$ cat src/rtl/id_queue_stage.sv
// id_queue_stage
// ---------------------------------------------------------------------------
// Decode stage sitting between the instruction-memory response and EX.
// Fetched {pc, inst} pairs are buffered in a DEPTH-entry circular queue; the
// head entry is decoded and registered into a single output slot that EX
// consumes with a valid/ready handshake.
//
// Handshake semantics: a transfer from the slot to EX happens on every rising
// clk edge where out_valid && ex_ready. While out_valid && !ex_ready the slot
// contents are held bit-stable. On the fetch side, a response is accepted on
// every edge where imem_resp && fetch_ready; fetch_ready depends only on the
// registered queue occupancy, so it never combinationally follows ex_ready.
//
// Ports:
//   clk, rst            clock; asynchronous active-low reset
//   imem_rdata, fetch_pc, imem_resp   fetched instruction, its PC, valid strobe
//   fetch_ready         queue has a free entry for the next edge
//   flush               synchronous kill of queue and slot (highest priority)
//   ex_ready            EX accepts the slot this cycle
//   out_valid, out_pc, out_inst        slot valid, PC and raw instruction
//   out_opcode/funct3/funct7/rs1_s/rs2_s/rd_s   decoded register/opcode fields
//   out_i/s/b/u/j_imm   sign-extended RV32I immediates
//   out_illegal         opcode is not a legal RV32I encoding (ILLEGAL_CHECK=1)
//   overflow_err        sticky: a response arrived while the queue was full
// ---------------------------------------------------------------------------
module id_queue_stage #(
    parameter int DEPTH         = 4,
    parameter bit ILLEGAL_CHECK = 1'b1
) (
    input  logic        clk,
    input  logic        rst,
    input  logic [31:0] imem_rdata,
    input  logic        imem_resp,
    input  logic [31:0] fetch_pc,
    output logic        fetch_ready,
    input  logic        flush,
    input  logic        ex_ready,
    output logic        out_valid,
    output logic [31:0] out_pc,
    output logic [31:0] out_inst,
    output logic [6:0]  out_opcode,
    output logic [2:0]  out_funct3,
    output logic [6:0]  out_funct7,
    output logic [4:0]  out_rs1_s,
    output logic [4:0]  out_rs2_s,
    output logic [4:0]  out_rd_s,
    output logic [31:0] out_i_imm,
    output logic [31:0] out_s_imm,
    output logic [31:0] out_b_imm,
    output logic [31:0] out_u_imm,
    output logic [31:0] out_j_imm,
    output logic        out_illegal,
    output logic        overflow_err
);

    localparam int PW = $clog2(DEPTH);
    localparam int CW = $clog2(DEPTH + 1);

    typedef struct packed {
        logic [31:0] pc;
        logic [31:0] inst;
        logic [6:0]  opcode;
        logic [2:0]  funct3;
        logic [6:0]  funct7;
        logic [4:0]  rs1;
        logic [4:0]  rs2;
        logic [4:0]  rd;
        logic [31:0] i_imm;
        logic [31:0] s_imm;
        logic [31:0] b_imm;
        logic [31:0] u_imm;
        logic [31:0] j_imm;
        logic        illegal;
    } slot_t;

    function automatic slot_t decode(input logic [31:0] pc, input logic [31:0] ins);
        slot_t s;
        logic  legal;
        case (ins[6:0])
            7'b0110111, 7'b0010111, 7'b1101111, 7'b1100111,
            7'b1100011, 7'b0000011, 7'b0100011, 7'b0010011,
            7'b0110011, 7'b0001111, 7'b1110011: legal = 1'b1;
            default:                            legal = 1'b0;
        endcase
        s.pc      = pc;
        s.inst    = ins;
        s.opcode  = ins[6:0];
        s.funct3  = ins[14:12];
        s.funct7  = ins[31:25];
        s.rs1     = ins[19:15];
        s.rs2     = ins[24:20];
        s.rd      = ins[11:7];
        s.i_imm   = {{20{ins[31]}}, ins[31:20]};
        s.s_imm   = {{20{ins[31]}}, ins[31:25], ins[11:7]};
        s.b_imm   = {{20{ins[31]}}, ins[7], ins[30:25], ins[11:8], 1'b0};
        s.u_imm   = {ins[31:12], 12'h000};
        s.j_imm   = {{12{ins[31]}}, ins[19:12], ins[20], ins[30:21], 1'b0};
        s.illegal = ILLEGAL_CHECK ? (!legal || (ins[1:0] != 2'b11)) : 1'b0;
        return s;
    endfunction

    logic [31:0]   pc_mem   [DEPTH];
    logic [31:0]   inst_mem [DEPTH];
    logic [PW-1:0] head_q, head_d, tail_q, tail_d;
    logic [CW-1:0] count_q, count_d;
    logic          valid_q, valid_d;
    logic          ovf_q, ovf_d;
    slot_t         slot_q, slot_d;
    logic          push, load, empty;

    assign fetch_ready = (count_q != CW'(DEPTH));
    assign empty       = (count_q == '0);
    assign push        = imem_resp && fetch_ready && !flush;
    // The slot refills whenever it is empty or being consumed this edge.
    assign load        = !empty && (!valid_q || ex_ready) && !flush;

    always_comb begin
        head_d  = head_q;
        tail_d  = tail_q;
        count_d = count_q;
        valid_d = valid_q;
        ovf_d   = ovf_q;
        slot_d  = slot_q;
        if (flush) begin
            // Slot data is left stale; only the valid bit matters.
            head_d  = '0;
            tail_d  = '0;
            count_d = '0;
            valid_d = 1'b0;
        end else begin
            if (imem_resp && !fetch_ready) ovf_d = 1'b1;
            if (push) tail_d = tail_q + PW'(1);
            if (load) begin
                head_d  = head_q + PW'(1);
                slot_d  = decode(pc_mem[head_q], inst_mem[head_q]);
                valid_d = 1'b1;
            end else if (ex_ready) begin
                valid_d = 1'b0;
            end
            case ({push, load})
                2'b10:   count_d = count_q + CW'(1);
                2'b01:   count_d = count_q - CW'(1);
                default: count_d = count_q;
            endcase
        end
    end

    always_ff @(posedge clk or negedge rst) begin
        if (!rst) begin
            head_q  <= '0;
            tail_q  <= '0;
            count_q <= '0;
            valid_q <= 1'b0;
            ovf_q   <= 1'b0;
            slot_q  <= '0;
        end else begin
            head_q  <= head_d;
            tail_q  <= tail_d;
            count_q <= count_d;
            valid_q <= valid_d;
            ovf_q   <= ovf_d;
            slot_q  <= slot_d;
        end
    end

    // Storage needs no reset: entries are only read after being written.
    always_ff @(posedge clk) begin
        if (push) begin
            pc_mem[tail_q]   <= fetch_pc;
            inst_mem[tail_q] <= imem_rdata;
        end
    end

    assign out_valid    = valid_q;
    assign out_pc       = slot_q.pc;
    assign out_inst     = slot_q.inst;
    assign out_opcode   = slot_q.opcode;
    assign out_funct3   = slot_q.funct3;
    assign out_funct7   = slot_q.funct7;
    assign out_rs1_s    = slot_q.rs1;
    assign out_rs2_s    = slot_q.rs2;
    assign out_rd_s     = slot_q.rd;
    assign out_i_imm    = slot_q.i_imm;
    assign out_s_imm    = slot_q.s_imm;
    assign out_b_imm    = slot_q.b_imm;
    assign out_u_imm    = slot_q.u_imm;
    assign out_j_imm    = slot_q.j_imm;
    assign out_illegal  = slot_q.illegal;
    assign overflow_err = ovf_q;

endmodule

$ cat config.mk
export PLATFORM = sky130hd
export DESIGN_NAME = id_queue_stage
export DESIGN_NICKNAME = d
export VERILOG_FILES = /design/src/rtl/id_queue_stage.sv
export SDC_FILE = /design/constraint.sdc
export NUM_CORES = 1
export LEC_CHECK = 0
export ABC_CLOCK_PERIOD_IN_PS = 4000
export BUFFER_PORTS_ARGS = -buffer_cell sky130_fd_sc_hd__buf_2
export CELL_PAD_IN_SITES_DETAIL_PLACEMENT = 2
export CELL_PAD_IN_SITES_GLOBAL_PLACEMENT = 2
export CORE_UTILIZATION = 38
export CTS_CLUSTER_DIAMETER = 40
export DETAILED_ROUTE_END_ITERATION = 10
export PLACE_DENSITY_LB_ADDON = 0.1
export SLEW_MARGIN = 20
export SYNTH_ARGS = -nofsm -noshare
export SYNTH_HDL_FRONTEND = slang
export SYNTH_SLANG_ARGS = --single-unit
$ cat constraint.sdc
create_clock -name clk -period 4 [get_ports clk]
set_input_delay 0.6 -clock clk [delete_from_list [all_inputs] [get_ports clk]]
set_output_delay 0.6 -clock clk [all_outputs]
set_load 0.05 [all_outputs]
==> summary.md <==
| Metric | Value |
|---|---|
| # H-tree levels | `2` |
| Final core utilization | `45.68%` |
| Max Fclk | `0.3898 GHz` |
| Area grow syn2layout | `17.05%` |
| Status | `completed` |
| Worst slew margin | `28.88%` |
| CP Cell Sequence | `or3b_1 > nand2_1 > nor2_1 > and2_4` |
| Pin slew with the least headroom to its limit | `1.067 ns` |
| Initial antenna violation count | `2` |
| Critical path endpoint category | `flop` |
| Synth Instances | `727` |
| Clock buffer depth | `3` |
| CTS sink count | `330` |
| Post-Synth Adder-Cell Area | `0.5147%` |
| Drt wl/cell | `21.37 um` |
| Final worst path period share | `64.13%` |
| Post-synth EDFFs | `256` |
| Primary FF master, synth | `edfxtp_1` |
| Total number of vias | `6607` |
| Post-synth top area share | `56.47%` |
| Critical path class | `reg -> reg` |
| Final clock skew | `0.01970 ns` |
| Number of buffers created by CTS | `48` |
| Most frequent cell after synthesis | `edfxtp_1` |
| Fillers | `3271` |
| Largest family of logic cells by synthesized area | `multiplexers` |
| Startpoint Class | `flop` |
| Fin. max-slew vios | `0` |
| Gr busiest metal | `met2` |
| Max-Cap Viols | `0` |
| Commonest cells post-synth | `256 x edfxtp_1, 194 x buf_4, 74 x dfrtp_1` |
| RSZ-0062 raised after global routing | `no` |
| Drt first pass iters | `4` |
| Syn Std Cell Area | `13610 um^2` |
| Top Family by Delay on Critical Path | `simple AND/OR/NAND/NOR gates` |
| Core region area | `34880 um^2` |
| Vias in the first global route | `7245` |
| Setup WS pre-CTS | `1.386 ns` |
| Count of input and output buffers | `314` |
| Hold buffer count at cts | `0` |
| CTS tree | `yes` |
| Sequential-to-total area share from yosys stat | `70.07%` |
| Met2 Usage GRT | `27.76%` |
| Final setup margin | `1.435 ns` |
| Hold WC Path Type | `in -> async` |
| DP HPWL | `17400 um` |
| Post-DP Area | `14320 um^2` |
| DIE AREA | `36590 um^2` |
| Worst skew pair latency | `0.54 ns` |
| Initial drt markers | `320` |
| Setup Fix Bufs, Post-CTS | `0` |
| Largest net degree at the start of global routing | `78` |
| WP data required | `4.15 ns` |
| Crit Path Max Fanout | `64` |
| Total Routing Usage GR | `16.35%` |
| CP max stage delay | `0.91 ns` |
| Post-synthesis xor/xnor area fraction | `0.3860%` |
| Final instance area | `15940 um^2` |
| Multiplexer share of the synthesized area | `15.87%` |
| Post-CTS sizing | `0` |
| YS warnings | `0` |
| Routed Antenna Nets | `0` |
| Die Ht | `191.3 um` |
| Placer congestion estimate | `0.7207` |
| Final net count | `970` |
| Layout cells sized above 1 | `56.70%` |
| Post-synth cell types | `33` |
| Vias per cell | `4.760` |
| Syn_area_per_cell | `18.73 um^2` |
| Die X | `191.3 um` |
| Yosys top cell by area | `edfxtp_1` |
| Starting Density | `39.03%` |
| DRC viols | `0` |
| Met1 Resource Use GR | `21.16%` |
| # rows | `68` |
| Ports | `329` |
| Setup violators final | `0` |
| Synth top area cells | `edfxtp_1 56%, dfrtp_1 14%, buf_4 11%` |
| CTS clk-pin slew, worst paths | `0.05 ns` |
| Simple-Gate Fraction of Synth Area | `1.048%` |
| Synth Area in Compound Gates | `0.5147%` |
| CTS root buf | `clkbuf_16` |
| ANT cells | `0` |
| First-pass GRT wire length | `44590 um` |
| Seq cells post-synth | `330` |
| Final Hold Fails | `0` |
| M3 GR Usage | `2.901%` |
| CP max stage cell | `and2_4` |
| Setup TNS | `0 ns` |
| Flop2flop setup slack | `1.43 ns` |
| Final WL | `29660 um` |
| Async S/R FF share, synth | `22.42%` |
| GRT overflow | `0` |
| Worst Path Buf+Inv | `0` |
| Worst path arrival time | `2.71 ns` |
| Tmin final | `2.565 ns` |
logic make-up after synthesis:
kind of cell	Yosys count
flops	330
mux	128
compound gates	10
other cells	1
simple gates	27
buf+inv	220
xor+xnor	6
fa+ha+maj	5
per-layer routing:
layer | wire length, um | up-vias
met4 | 626 | 2
met1 | 12630 | 3465
li1 | - | 2890
met2 | 15100 | 197
met3 | 1283 | 53
met5 | 17 | -
cell usage in the layout (no fill, tap or decap), types with 2 or more instances in the layout:
cell,n
clkbuf_1,8
buf_2,313
dfrtp_1,72
nand2_1,5
ha_1,4
nand2b_1,2
inv_6,2
nor2_1,9
bufinv_16,4
and2_1,2
dfrtp_4,2
and2_4,4
clkinv_4,2
conb_1,14
buf_4,5
xnor2_1,5
clkbuf_16,49
clkbuf_8,3
edfxtp_1,256
buf_16,2
clkinv_1,6
mux2_2,63
mux4_2,64
clkinv_2,8
a21oi_1,2
clkinvlp_4,4
inv_1,5
path summary, 6_finish.rpt:
check / start / cells after the start / to
setup / recovery: count_q[2] / 4 / pc_mem[0][25]
hold / removal: rst / 1 / out_pc[16]
setup reg to reg: count_q[2] / 4 / pc_mem[0][25]
hold reg to reg: overflow_err / 1 / overflow_err
max in group asynchronous: rst / 2 / out_pc[15]
min in group clk: fetch_pc[3] / 1 / pc_mem[0][3]
worst register-to-register path, delay by kind of cell, from the launching register on:
kind / cells / cell delay, ns
flops: 1 / 0.43
simple gates: 4 / 1.72
sequential cells by signal, summed over array words and instances, names as in the netlist:
signal	flops
pc_mem	128
out_pc	32
overflow_err	1
out_illegal	1
count_q	3
head_q	2
tail_q	2
inst_mem	128
out_inst	32
out_valid	1
metrics by stage:
step | instances | hold slack, ns
6_report | 1388 | 0.1753
5_1_grt | 1388 | 0.2390
4_1_cts | 1386 | 0.1970
3_5_place_dp | 1299 | 0.4616
3_3_place_gp | 1299 | 0.4598
2_1_floorplan | 740 | 0.3044
layout make-up:
type,count,area (um^2),area share [%]
tap,455,569.3,3.573
clock buffer,60,1297,8.142
clock inverter,27,259.0,1.625
timing repair buffer,321,1679,10.54
inverter,5,18.77,0.1178
multi-input combinational,190,2565,16.10
sequential,330,9547,59.91
Power is left out: the tool's default activity adds up to more than one toggle a clock period on the data nets, which glitch-free logic cannot reach.
